$ cat src/rtl/music_sequencer.sv
// music_sequencer
// Plays one of four fixed melodies as a 1-bit square wave. A rising edge on
// i_play latches the song select and starts the song. When the last note
// (and its trailing gap) completes, the block pulses o_music_stop for one
// cycle and returns to idle.
//
// Ports:
//   i_clk_25     - system clock (25 MHz)
//   i_rst_n      - asynchronous active-low reset
//   i_music_ind  - song select (0 game, 1 kill, 2 win, 3 die), latched at start
//   i_play       - start request level; only its rising edge starts a song
//   o_audio      - square-wave tone output
//   o_playing    - high while a note or an inter-note gap is in progress
//   o_music_stop - one-cycle pulse when a song runs to completion
//   o_note_idx   - index of the current note within the song
module music_sequencer #(
  parameter int unsigned NOTE_CYC = 6_250_000,
  parameter int unsigned GAP_CYC  = 1_250_000
) (
  input  logic       i_clk_25,
  input  logic       i_rst_n,
  input  logic [1:0] i_music_ind,
  input  logic       i_play,
  output logic       o_audio,
  output logic       o_playing,
  output logic       o_music_stop,
  output logic [2:0] o_note_idx
);

  localparam int unsigned MAX_CYC = (NOTE_CYC > GAP_CYC) ? NOTE_CYC : GAP_CYC;
  localparam int DUR_W = $clog2(MAX_CYC) + 1;
  localparam logic [DUR_W-1:0] NOTE_LAST = DUR_W'(NOTE_CYC - 1);
  localparam logic [DUR_W-1:0] GAP_LAST  = DUR_W'((GAP_CYC > 0) ? (GAP_CYC - 1) : 0);
  localparam logic HAS_GAP = (GAP_CYC > 0);

  typedef enum logic [1:0] {
    S_IDLE = 2'd0,
    S_PLAY = 2'd1,
    S_GAP  = 2'd2
  } state_e;

  // Melody ROM indexed by {song, note}; code 0 is a rest.
  function automatic logic [3:0] note_code(input logic [1:0] song, input logic [2:0] idx);
    case ({song, idx})
      5'd0, 5'd5:               note_code = 4'd3;
      5'd1, 5'd2, 5'd4, 5'd6:   note_code = 4'd5;
      5'd3:                     note_code = 4'd6;
      5'd8, 5'd10:              note_code = 4'd8;
      5'd16:                    note_code = 4'd1;
      5'd17:                    note_code = 4'd3;
      5'd18, 5'd20:             note_code = 4'd5;
      5'd19, 5'd21:             note_code = 4'd8;
      5'd24:                    note_code = 4'd5;
      5'd25:                    note_code = 4'd4;
      5'd26:                    note_code = 4'd3;
      5'd27:                    note_code = 4'd1;
      default:                  note_code = 4'd0;
    endcase
  endfunction

  // Index of the final note of each song (length - 1).
  function automatic logic [2:0] song_last(input logic [1:0] song);
    case (song)
      2'd0:    song_last = 3'd7;
      2'd1:    song_last = 3'd3;
      2'd2:    song_last = 3'd5;
      2'd3:    song_last = 3'd3;
      default: song_last = 3'd0;
    endcase
  endfunction

  // Tone half-period in clock cycles for each note code.
  function automatic logic [15:0] half_cyc(input logic [3:0] code);
    case (code)
      4'd1:    half_cyc = 16'd23889;
      4'd2:    half_cyc = 16'd21282;
      4'd3:    half_cyc = 16'd18960;
      4'd4:    half_cyc = 16'd17896;
      4'd5:    half_cyc = 16'd15944;
      4'd6:    half_cyc = 16'd14205;
      4'd7:    half_cyc = 16'd12655;
      4'd8:    half_cyc = 16'd11945;
      default: half_cyc = 16'd1;
    endcase
  endfunction

  state_e           state_q, state_d;
  logic             play_prev_q, play_prev_d;
  logic [1:0]       song_q, song_d;
  logic [2:0]       note_q, note_d;
  logic [DUR_W-1:0] dur_q, dur_d;
  logic [15:0]      tone_q, tone_d;
  logic             audio_q, audio_d;
  logic             stop_q, stop_d;

  logic       start_s;
  logic       note_end_s;
  logic       gap_end_s;
  logic       last_note_s;
  logic [3:0] code_s;

  assign start_s     = i_play & ~play_prev_q;
  assign note_end_s  = (state_q == S_PLAY) && (dur_q == NOTE_LAST);
  assign gap_end_s   = (state_q == S_GAP) && (dur_q == GAP_LAST);
  assign last_note_s = (note_q == song_last(song_q));
  assign code_s      = note_code(song_q, note_q);

  // State register.
  always_ff @(posedge i_clk_25 or negedge i_rst_n) begin
    if (!i_rst_n) begin
      state_q <= S_IDLE;
    end else begin
      state_q <= state_d;
    end
  end

  // Next-state logic; a new start overrides every other transition.
  always_comb begin
    state_d = state_q;
    if (start_s) begin
      state_d = S_PLAY;
    end else begin
      case (state_q)
        S_IDLE: state_d = S_IDLE;
        S_PLAY: begin
          if (note_end_s) begin
            if (HAS_GAP) begin
              state_d = S_GAP;
            end else begin
              state_d = last_note_s ? S_IDLE : S_PLAY;
            end
          end else begin
            state_d = S_PLAY;
          end
        end
        S_GAP: begin
          if (gap_end_s) begin
            state_d = last_note_s ? S_IDLE : S_PLAY;
          end else begin
            state_d = S_GAP;
          end
        end
        default: state_d = S_IDLE;
      endcase
    end
  end

  // Datapath next values: counters, tone generator, note index, stop pulse.
  always_comb begin
    play_prev_d = i_play;
    song_d      = song_q;
    note_d      = note_q;
    dur_d       = dur_q;
    tone_d      = tone_q;
    audio_d     = audio_q;
    stop_d      = 1'b0;
    if (start_s) begin
      song_d  = i_music_ind;
      note_d  = 3'd0;
      dur_d   = '0;
      tone_d  = 16'd0;
      audio_d = 1'b0;
    end else begin
      case (state_q)
        S_PLAY: begin
          if (note_end_s) begin
            dur_d   = '0;
            tone_d  = 16'd0;
            audio_d = 1'b0;
            // Without a gap the note boundary is also the advance point.
            if (!HAS_GAP) begin
              if (last_note_s) begin
                stop_d = 1'b1;
              end else begin
                note_d = note_q + 3'd1;
              end
            end else begin
              note_d = note_q;
            end
          end else begin
            dur_d = dur_q + DUR_W'(1);
            if (code_s == 4'd0) begin
              tone_d  = 16'd0;
              audio_d = 1'b0;
            end else if (tone_q == (half_cyc(code_s) - 16'd1)) begin
              tone_d  = 16'd0;
              audio_d = ~audio_q;
            end else begin
              tone_d = tone_q + 16'd1;
            end
          end
        end
        S_GAP: begin
          audio_d = 1'b0;
          if (gap_end_s) begin
            dur_d  = '0;
            tone_d = 16'd0;
            if (last_note_s) begin
              stop_d = 1'b1;
            end else begin
              note_d = note_q + 3'd1;
            end
          end else begin
            dur_d = dur_q + DUR_W'(1);
          end
        end
        S_IDLE: begin
          audio_d = 1'b0;
        end
        default: begin
          dur_d   = '0;
          tone_d  = 16'd0;
          audio_d = 1'b0;
        end
      endcase
    end
  end

  // Datapath registers.
  always_ff @(posedge i_clk_25 or negedge i_rst_n) begin
    if (!i_rst_n) begin
      play_prev_q <= 1'b0;
      song_q      <= 2'd0;
      note_q      <= 3'd0;
      dur_q       <= '0;
      tone_q      <= 16'd0;
      audio_q     <= 1'b0;
      stop_q      <= 1'b0;
    end else begin
      play_prev_q <= play_prev_d;
      song_q      <= song_d;
      note_q      <= note_d;
      dur_q       <= dur_d;
      tone_q      <= tone_d;
      audio_q     <= audio_d;
      stop_q      <= stop_d;
    end
  end

  assign o_audio      = audio_q;
  assign o_playing    = (state_q != S_IDLE);
  assign o_music_stop = stop_q;
  assign o_note_idx   = note_q;

endmodule

$ cat config.mk
export PLATFORM = sky130hd
export DESIGN_NAME = music_sequencer
export DESIGN_NICKNAME = d
export VERILOG_FILES = /design/src/rtl/music_sequencer.sv
export SDC_FILE = /design/constraint.sdc
export NUM_CORES = 1
export LEC_CHECK = 0
export ABC_AREA = 0
export BUFFER_PORTS_ARGS = -buffer_cell sky130_fd_sc_hd__buf_2
export CAP_MARGIN = 20
export CORE_MARGIN = 2
export CORE_UTILIZATION = 55
export CTS_CLUSTER_DIAMETER = 200
export DETAILED_ROUTE_END_ITERATION = 8
export GPL_TIMING_DRIVEN = 0
export HOLD_SLACK_MARGIN = 0.05
export PLACE_DENSITY = 0.75
export SKIP_CTS_REPAIR_TIMING = 1
export SYNTH_ARGS = -nofsm -noshare
export SYNTH_HDL_FRONTEND = slang
export SYNTH_SLANG_ARGS = --single-unit
$ cat constraint.sdc
create_clock -name i_clk_25 -period 4.65 [get_ports i_clk_25]
set_input_delay 0.2325 -clock i_clk_25 [delete_from_list [all_inputs] [get_ports i_clk_25]]
set_output_delay 0.2325 -clock i_clk_25 [all_outputs]
set_load 0.02 [all_outputs]
==> results.sh, run 1 <==
export IMPL_setup_viol=0
export IMPL_place_congestion=0.8879
export IMPL_clk_pin_slew_worst_paths_ns=0.11
export IMPL_r2r_start="o_note_idx[0]"
export IMPL_yosysMostFrequentCell="nand2_1"
export IMPL_wl_per_cell_um=16.13
export IMPL_relSlewSlack_pct=35.67
export IMPL_start_util_pct=56.96
export IMPL_clk_insertion_delay_late_ns=0.32
export IMPL_synth_flop_cell="dfrtp_1"
export IMPL_grt_pass1_wl_mm=15.58
export IMPL_power_density_nw_per_um2=294.6
export IMPL_num_rows=30
export IMPL_grt_start_max_net_pins=51
export IMPL_dr_pass1_iters=5
export IMPL_synthArstFlopShare_pct=100.0
export IMPL_die_h_um=87.88
export IMPL_ys_top_cells_by_area="dfrtp_1, ha_1, nand2_1, nand3_1, o21ai_0"
export IMPL_end_kind="register"
export IMPL_ff2ff_path_depth=18
export IMPL_die_w_um=87.88
export IMPL_max_freq_mhz=216.6
export IMPL_gr_usage_met3_pct=3.770
export IMPL_tns_ns=0
export IMPL_gr_usage_met2_pct=38.50
export IMPL_grt_busiest_layer="met2"
export IMPL_hpwl_mm=6.689
export IMPL_grt_use_met1_pct=37.54
export IMPL_cts_root_buf="clkbuf_8"
export IMPL_crit_slowest_cell="or4b_4"
export IMPL_worstPathRequired_ns=4.85
export IMPL_cp_arrival_ns=4.82
export IMPL_stdcell_count=628
export IMPL_reg2reg_to="o_audio"
export IMPL_cpPeakStageDelay_ns=0.58
export IMPL_grt_overflow=0
export IMPL_start_kind="register"
export IMPL_min_period_over_period_pct=99.29
export IMPL_drv_slew=0
export IMPL_hold_ws_ns=0.1168
export IMPL_clock_path_buffers=2
export IMPL_synth_fp_nets=508
export IMPL_holdPathStages=3
export IMPL_critPathBufInv=3
export IMPL_antenna_found_initial=0
export IMPL_area_delta_synth_final_pct=21.47
export IMPL_routed_wl_mm=10.13
export IMPL_numCtsBuffers=5
export IMPL_min_to="song_q[1]"
export IMPL_core_area_um2=6794
export IMPL_io_pins=11
export IMPL_dr_first_iter_drc_count=310
export IMPL_cts_tree="done"
export IMPL_yosys_warnings=0
export IMPL_rrSetupSlack_ns=0.03
export IMPL_status="complete, no violations"
export IMPL_worst_pin_slew_ns=0.9561
export IMPL_ys_seq_area_share_pct=32.33
export IMPL_dr_total_vias=3863
export IMPL_io_buffers=10
export IMPL_ys_ff_latch=50
export IMPL_cts_max_level=2
export IMPL_yosys_top_cells_count="nand2_1, dfrtp_1, nor2_1, nand3_1, o21ai_0"
export IMPL_drc=0
export IMPL_ir_drop_mv=0.2397
export IMPL_skew_ns=0.01726
export IMPL_viasPerCell=6.151
export IMPL_min_period_ns=4.617
export IMPL_finalHoldViolations=0
export IMPL_fp_dieArea_um2=7723
export IMPL_syn_inst=482
export IMPL_antenna_left=0
export IMPL_leakage_uw=0.001949
export IMPL_track_usage_pct=25.12
export IMPL_path_class="reg -> reg"
export IMPL_crit_path_max_fanout=6
export IMPL_num_nets_final=557
export IMPL_worstPathCellList="inv_4 > ha_4 > or3b_4 > and3_4 > nor3_4 > inv_4 > ha_4 > and2_4 > ha_4 > nor3b_4 > a32oi_2 > or4b_4 > or4_4 > a22oi_2 > o2111ai_4 > buf_6 > xnor2_1 > and2_1"
export IMPL_yosys_area_top_type="dfrtp_1"
export IMPL_cap_violations=0
export IMPL_drive_gt1_share_pct=18.42
export IMPL_holdCritStartpoint="i_music_ind[1]"
export IMPL_synth_top_area_share_pct=32.33
export IMPL_avgSynthCellArea_um2=8.029
export IMPL_critPathMostFrequentCell="ha_4"
export IMPL_antenna_cells=0
export IMPL_critical_path_top_delay_family="simple AND/OR/NAND/NOR gates"
export IMPL_synth_cell_types=58
export IMPL_grt_pass1_vias=3327
export IMPL_syn_area_um2=3870
export IMPL_cts_sinks=50
export IMPL_synth_edff_count=0
export IMPL_rsz0062_at_grt="yes"
export IMPL_dp_cells=588
export IMPL_hold_path_class="in -> reg"
logic make-up after synthesis:
group	Yosys count	synth area share [%]
xor gates and xnor gates	26	5.884
muxes	7	1.811
DFF	50	32.33
adders and majority gates	21	6.789
buffers and inverters	51	5.140
AOI/OAI and AO/OA	109	18.72
and+or+nand+nor	218	29.32
worst min-delay path: stages:
cell and delay, ns:
buf_2 0.09, nand2_1 0.04, nand2_1 0.05
state kept, by name, indices dropped and copies added, names as in the netlist:
name	flops
tone_q	16
o_note_idx	3
o_music_stop	1
o_audio	1
state_q	2
play_prev_q	1
dur_q	24
song_q	2
through the flow:
stage	setup WS, ns	util, %	power (uW)	cell area, um^2
2_1_floorplan	0.04721	-	816.1	3914
3_3_place_gp	-0.4029	60.11	894.7	4084
3_5_place_dp	-0.4625	60.11	907.5	4084
4_1_cts	-0.5196	62.14	1276	4222
5_1_grt	-0.1211	69.19	1460	4701
6_report	0.03310	69.19	1385	4701
how the worst max path moves through the flow:
| stage | depth (start not counted) | to | startpoint | slack [ns] |
|---|---|---|---|---|
| finish | 18 | o_audio | o_note_idx[0] | 0.03 |
| global route | 18 | o_audio | o_note_idx[0] | -0.12 |
| CTS | 20 | tone_q[2] | o_note_idx[0] | -0.52 |
| detailed placement | 20 | tone_q[2] | o_note_idx[0] | -0.46 |
| global placement | 20 | tone_q[7] | o_note_idx[0] | -0.40 |
| floorplan | 19 | o_audio | o_note_idx[0] | 0.05 |
per-layer routing:
layer | vias up | share of wire (%)
met2 | 140 | 46
li1 | 1869 | -
met3 | 18 | 5.2
met1 | 1836 | 47
met5 | - | 0
met4 | 0 | 1.5
cell usage in the layout (no fill, tap or decap), types with 4 or more instances in the layout:
master / n
inv_1: 26
o21ai_1: 4
nand3_1: 32
a211oi_1: 4
nand2_1: 59
nor2b_1: 9
nor2_1: 38
a31oi_1: 18
buf_4: 31
xor2_1: 10
nor3_1: 14
buf_2: 13
clkbuf_8: 5
nand4_1: 12
ha_4: 6
o21ai_0: 30
a21oi_1: 4
mux2i_1: 7
and3_1: 6
nor4_1: 10
ha_1: 13
xnor2_1: 16
nand2b_1: 7
o22ai_1: 12
dfrtp_1: 47
clkbuf_1: 10
report_power, final:
| group | leakage [uW] | internal [uW] | total (uW) | switching, uW |
|---|---|---|---|---|
| Combinational | 0.00121 | 233 | 526 | 293 |
| Clock | 0.0000683 | 216 | 369 | 153 |
| Sequential | 0.000674 | 461 | 490 | 28.7 |
cell type report:
class / count / area, um^2
sequential: 50 / 1255
inverter: 30 / 123.9
tap: 96 / 120.1
fill: 522 / 2093
timing repair buffer: 45 / 331.6
multi-input combinational: 381 / 2628
clock buffer: 5 / 68.82
clock inverter: 3 / 68.82
buffer: 18 / 105.1
Note: power is estimated with default switching activity, not from simulation.
==> run 2, diff against run 1 <==
--- a/config.mk
+++ b/config.mk
@@ -12,7 +12,6 @@
 export CORE_UTILIZATION = 55
 export CTS_CLUSTER_DIAMETER = 200
 export DETAILED_ROUTE_END_ITERATION = 8
-export GPL_TIMING_DRIVEN = 0
 export HOLD_SLACK_MARGIN = 0.05
 export PLACE_DENSITY = 0.75
 export SKIP_CTS_REPAIR_TIMING = 1
==> run 2 against run 1 <==
Die area unchanged. Power decreased by 12%. Register-to-register slack improved by 0.13 ns. Non-clock buffer count is 28 lower. Critical endpoint unchanged.
==> results.sh, run 2 (synthesis gave the netlist of run 1 again) <==
export IMPL_status="complete, no violations"
export IMPL_dr_first_iter_drc_count=230
export IMPL_design_area_um2=4388
export IMPL_largest_reg_flops=24
export IMPL_cts_max_level=2
export IMPL_place_area_um2=4104
export IMPL_hpwl_mm=6.748
export IMPL_num_rows=30
export IMPL_io_buffers=10
export IMPL_final_common_cell="nand2_1"
export IMPL_min_period_ns=4.484
export IMPL_grt_pass1_vias=3324
export IMPL_start_kind="register"
export IMPL_fin_total_pwr_uw=1223
export IMPL_die_h_um=87.88
export IMPL_track_usage_pct=25.41
export IMPL_mostFrequentLayoutCells="nand2_1, dfrtp_1, nor2_1"
export IMPL_regMostFlops="dur_q"
export IMPL_drive_gt1_share_pct=14.68
export IMPL_antenna_cells=0
export IMPL_rrSetupSlack_ns=0.17
export IMPL_ir_drop_mv=0.1392
export IMPL_viasPerCell=6.130
export IMPL_cts_sinks=50
export IMPL_drc=0
export IMPL_antenna_found_initial=0
export IMPL_io_pins=11
export IMPL_worst_pin_slew_ns=0.8438
export IMPL_clk_insertion_delay_late_ns=0.32
export IMPL_core_area_um2=6794
export IMPL_min_period_over_period_pct=96.43
export IMPL_routed_wl_mm=9.494
export IMPL_drv_slew=0
export IMPL_cts_tree="done"
export IMPL_cp_arrival_ns=4.69
export IMPL_power_density_nw_per_um2=278.8
export IMPL_worstPathRequired_ns=4.86
export IMPL_grt_start_max_net_pins=51
export IMPL_finalHoldViolations=0
export IMPL_antenna_left=0
export IMPL_final_core_util_pct=64.59
export IMPL_grt_overflow=0
export IMPL_clk_pin_slew_worst_paths_ns=0.10
export IMPL_setup_viol=0
export IMPL_die_w_um=87.88
export IMPL_place_congestion=0.8927
export IMPL_wl_per_cell_um=15.82
export IMPL_relSlewSlack_pct=43.48
export IMPL_cap_violations=0
export IMPL_numCtsBuffers=5
export IMPL_area_delta_synth_final_pct=13.39
export IMPL_ff2ff_path_depth=18
export IMPL_fp_dieArea_um2=7723
export IMPL_clock_path_buffers=2
export IMPL_start_util_pct=56.96
export IMPL_num_nets_final=529
export IMPL_max_freq_mhz=223.0
export IMPL_dr_total_vias=3678
export IMPL_tns_ns=0
export IMPL_dr_pass1_iters=5
export IMPL_skew_ns=0.01286
export IMPL_path_class="reg -> reg"
export IMPL_hold_ws_ns=0.005637
export IMPL_hold_path_class="in -> async"
export IMPL_grt_pass1_wl_mm=15.61
export IMPL_crit_path_max_fanout=7
export IMPL_fillCellCount=582
export IMPL_end_kind="register"
export IMPL_cts_root_buf="clkbuf_8"
export IMPL_leakage_uw=0.001822
## run 2: changes by cell type in the layout (fill, tap and decap cells not counted), sizes merged
| cell | previous run | this run |
|---|---|---|
| buf | 49 | 34 |
| clkbuf | 17 | 6 |
| bufinv | 2 | 0 |
| inv | 29 | 31 |
| clkinvlp | 1 | 0 |
| dlygate4sd3 | 2 | 1 |
## run 2: metal layers
layer / track usage (%) / routed length (um) / vias up
li1: - / - / 1808
met1: 36.71 / 4426 / 1734
met2: 40.36 / 4337 / 121
met3: 3.393 / 553 / 15
met4: 6.573 / 176 / 0
met5: 0 / 0 / -
## run 2: where the power goes
part           total (uW)  internal [uW]  switching (uW)  leakage (uW)
combinational         461            202             259       0.00110
sequential            504            461            43.0      0.000676
clock                 258            108             150     0.0000456
## run 2: layout make-up
cell class / instances / area [um^2] / area share, %
Timing Repair Buffer: 35 / 245.2 / 5.589
Inverter: 30 / 112.6 / 2.566
Tap cell: 96 / 120.1 / 2.737
Sequential cell: 50 / 1254 / 28.57
Multi-Input combinational cell: 381 / 2570 / 58.57
Clock buffer: 6 / 72.57 / 1.654
Clock inverter: 2 / 13.76 / 0.3137
## run 2: final timing paths
check | end | start
hold / removal | dur_q[20] | i_rst_n
setup reg to reg | o_audio | o_note_idx[1]
setup / recovery | o_audio | o_note_idx[1]
hold reg to reg | dur_q[3] | dur_q[3]
min in group i_clk_25 | song_q[1] | i_music_ind[1]
max in group asynchronous | o_note_idx[0] | i_rst_n
## run 2: worst max-delay path, cell delays in order, from the launching register on
cell       delay (ns)
dfrtp_2          0.43
inv_2            0.08
ha_2             0.19
or3b_4           0.40
and3_4           0.22
nor3_4           0.15
inv_2            0.07
ha_4             0.29
and2_4           0.15
ha_4             0.16
nor3b_4          0.21
a32oi_2          0.10
or4b_4           0.55
or4_4            0.50
a22oi_2          0.25
o2111ai_4        0.19
buf_6            0.19
xnor2_1          0.11
and2_1           0.15
## run 2: per-stage QoR
stage	setup WS, ns	cells
2_1_floorplan	0.04721	482
3_5_place_dp	-0.01540	583
4_1_cts	-0.05213	591
5_1_grt	-0.01177	600
6_report	0.1661	600
3_3_place_gp	0.1337	583
==> run 3, diff against run 2 <==
--- a/config.mk
+++ b/config.mk
@@ -14,6 +14,7 @@
 export DETAILED_ROUTE_END_ITERATION = 8
 export HOLD_SLACK_MARGIN = 0.05
 export PLACE_DENSITY = 0.75
+export RECOVER_POWER = 25
 export SKIP_CTS_REPAIR_TIMING = 1
 export SYNTH_ARGS = -nofsm -noshare
 export SYNTH_HDL_FRONTEND = slang
==> run 3 against run 2 <==
The flow now finishes with violations (capacitance limit, slew limit). Utilization shrank 0.055 points. Sequential power is essentially flat. Sequential share of layout area is essentially flat. Maximum frequency is essentially flat. Register-to-register slack is essentially flat. Cell count is the same. Wire length grew 0.20%. Power is essentially flat. Non-clock buffer count is the same. Global-route usage is the same. Critical path type unchanged. Critical endpoint unchanged.
==> results.sh, run 3 (synthesis gave the netlist of run 1 again) <==
export IMPL_status="finished with violations"
export IMPL_violations="capacitance limit, slew limit"
export IMPL_cap_violations=1
export IMPL_cts_tree="done"
export IMPL_worstPathRequired_ns=4.86
export IMPL_crit_path_max_fanout=7
export IMPL_min_period_over_period_pct=96.41
export IMPL_antenna_left=0
export IMPL_cts_root_buf="clkbuf_8"
export IMPL_area_delta_synth_final_pct=13.29
export IMPL_grt_pass1_vias=3324
export IMPL_dr_total_vias=3687
export IMPL_clk_pin_slew_worst_paths_ns=0.10
export IMPL_cts_sinks=50
export IMPL_relSlewSlack_pct=-78.85
export IMPL_max_freq_mhz=223.1
export IMPL_antenna_found_initial=0
export IMPL_hpwl_mm=6.748
export IMPL_clock_path_buffers=2
export IMPL_start_util_pct=56.96
export IMPL_grt_pass1_wl_mm=15.61
export IMPL_cts_max_level=2
export IMPL_viasPerCell=6.145
export IMPL_tns_ns=0
export IMPL_leakage_uw=0.001819
export IMPL_crit_start="o_note_idx[1]"
export IMPL_path_class="reg -> reg"
export IMPL_routed_wl_mm=9.513
export IMPL_die_h_um=87.88
export IMPL_holdCritStartpoint="i_music_ind[1]"
export IMPL_skew_ns=0.01201
export IMPL_die_w_um=87.88
export IMPL_hold_path_class="in -> reg"
export IMPL_drive_gt1_share_pct=14.48
export IMPL_dr_pass1_iters=5
export IMPL_drv_slew=51
export IMPL_core_area_um2=6794
export IMPL_rrSetupSlack_ns=0.17
export IMPL_power_density_nw_per_um2=279.0
export IMPL_setup_viol=0
export IMPL_worst_pin_slew_ns=2.683
export IMPL_num_rows=30
export IMPL_num_nets_final=529
export IMPL_wl_per_cell_um=15.86
export IMPL_place_congestion=0.8927
export IMPL_ir_drop_mv=0.1392
export IMPL_min_period_ns=4.483
export IMPL_hold_ws_ns=0.1105
export IMPL_dr_first_iter_drc_count=230
export IMPL_track_usage_pct=25.41
export IMPL_numCtsBuffers=5
export IMPL_largest_reg_flops=24
export IMPL_cp_arrival_ns=4.69
export IMPL_clk_insertion_delay_late_ns=0.31
export IMPL_start_kind="register"
export IMPL_finalHoldViolations=0
export IMPL_regMostFlops="dur_q"
export IMPL_io_buffers=10
export IMPL_final_common_cell="nand2_1"
export IMPL_end_kind="register"
export IMPL_drc=0
export IMPL_io_pins=11
export IMPL_grt_start_max_net_pins=51
export IMPL_fp_dieArea_um2=7723
export IMPL_antenna_cells=0
export IMPL_grt_overflow=0
export IMPL_mostFrequentLayoutCells="nand2_1, dfrtp_1, nor2_1"
export IMPL_fin_total_pwr_uw=1223
export IMPL_r2r_start="o_note_idx[1]"
==> run 3: cell count changes in the layout (fill, tap and decap cells not counted), sizes merged <==
cell | previous run | this run
buf | 34 | 33
clkbuf | 6 | 7
==> run 3: layout make-up <==
type	count	area (um^2)
multi-input cells	381	2570
fillers	581	2410
flip-flops and latches	50	1254
repair buffers	35	241.5
well taps	96	120.1
inverters	30	112.6
clock buffers	6	72.57
clock inverters	2	13.76
==> run 3: metal layers <==
metal | vias to the layer above | share of wire [%] | track usage, %
li1 | 1808 | - | -
met1 | 1733 | 46 | 36.71
met2 | 133 | 46 | 40.36
met3 | 13 | 6.6 | 3.393
met4 | 0 | 1.8 | 6.573
met5 | - | 0 | 0
==> run 3: final timing paths <==
check | to | depth (start not counted)
min | song_q[1] | 3
min reg2reg | dur_q[3] | 1
max | o_audio | 18
max in group asynchronous | o_note_idx[0] | 2
min in group asynchronous | dur_q[20] | 2
max reg2reg | o_audio | 18
==> run 3: through the flow <==
step	std cells	worst slack, ns	area [um^2]	util (%)
4_1_cts	591	-0.05213	4190	61.68
3_5_place_dp	583	-0.01540	4104	60.41
6_report	600	0.1671	4384	64.53
5_1_grt	600	-0.01177	4384	64.53
2_1_floorplan	482	0.04721	3914	-
3_3_place_gp	583	0.1337	4104	60.41
==> run 3: worst max-delay path: stages (launching register included) <==
cell       delay, ns
dfrtp_2         0.43
inv_2           0.08
ha_2            0.18
or3b_4          0.40
and3_4          0.22
nor3_4          0.15
inv_2           0.07
ha_4            0.29
and2_4          0.15
ha_4            0.16
nor3b_4         0.21
a32oi_2         0.10
or4b_4          0.55
or4_4           0.50
a22oi_2         0.25
o2111ai_4       0.19
buf_6           0.19
xnor2_1         0.11
and2_1          0.15
==> run 3: report_power, final <==
group	internal, uW	total (uW)	switching (uW)
Clock	108	258	151
Combinational	202	461	259
Sequential	461	504	42.8
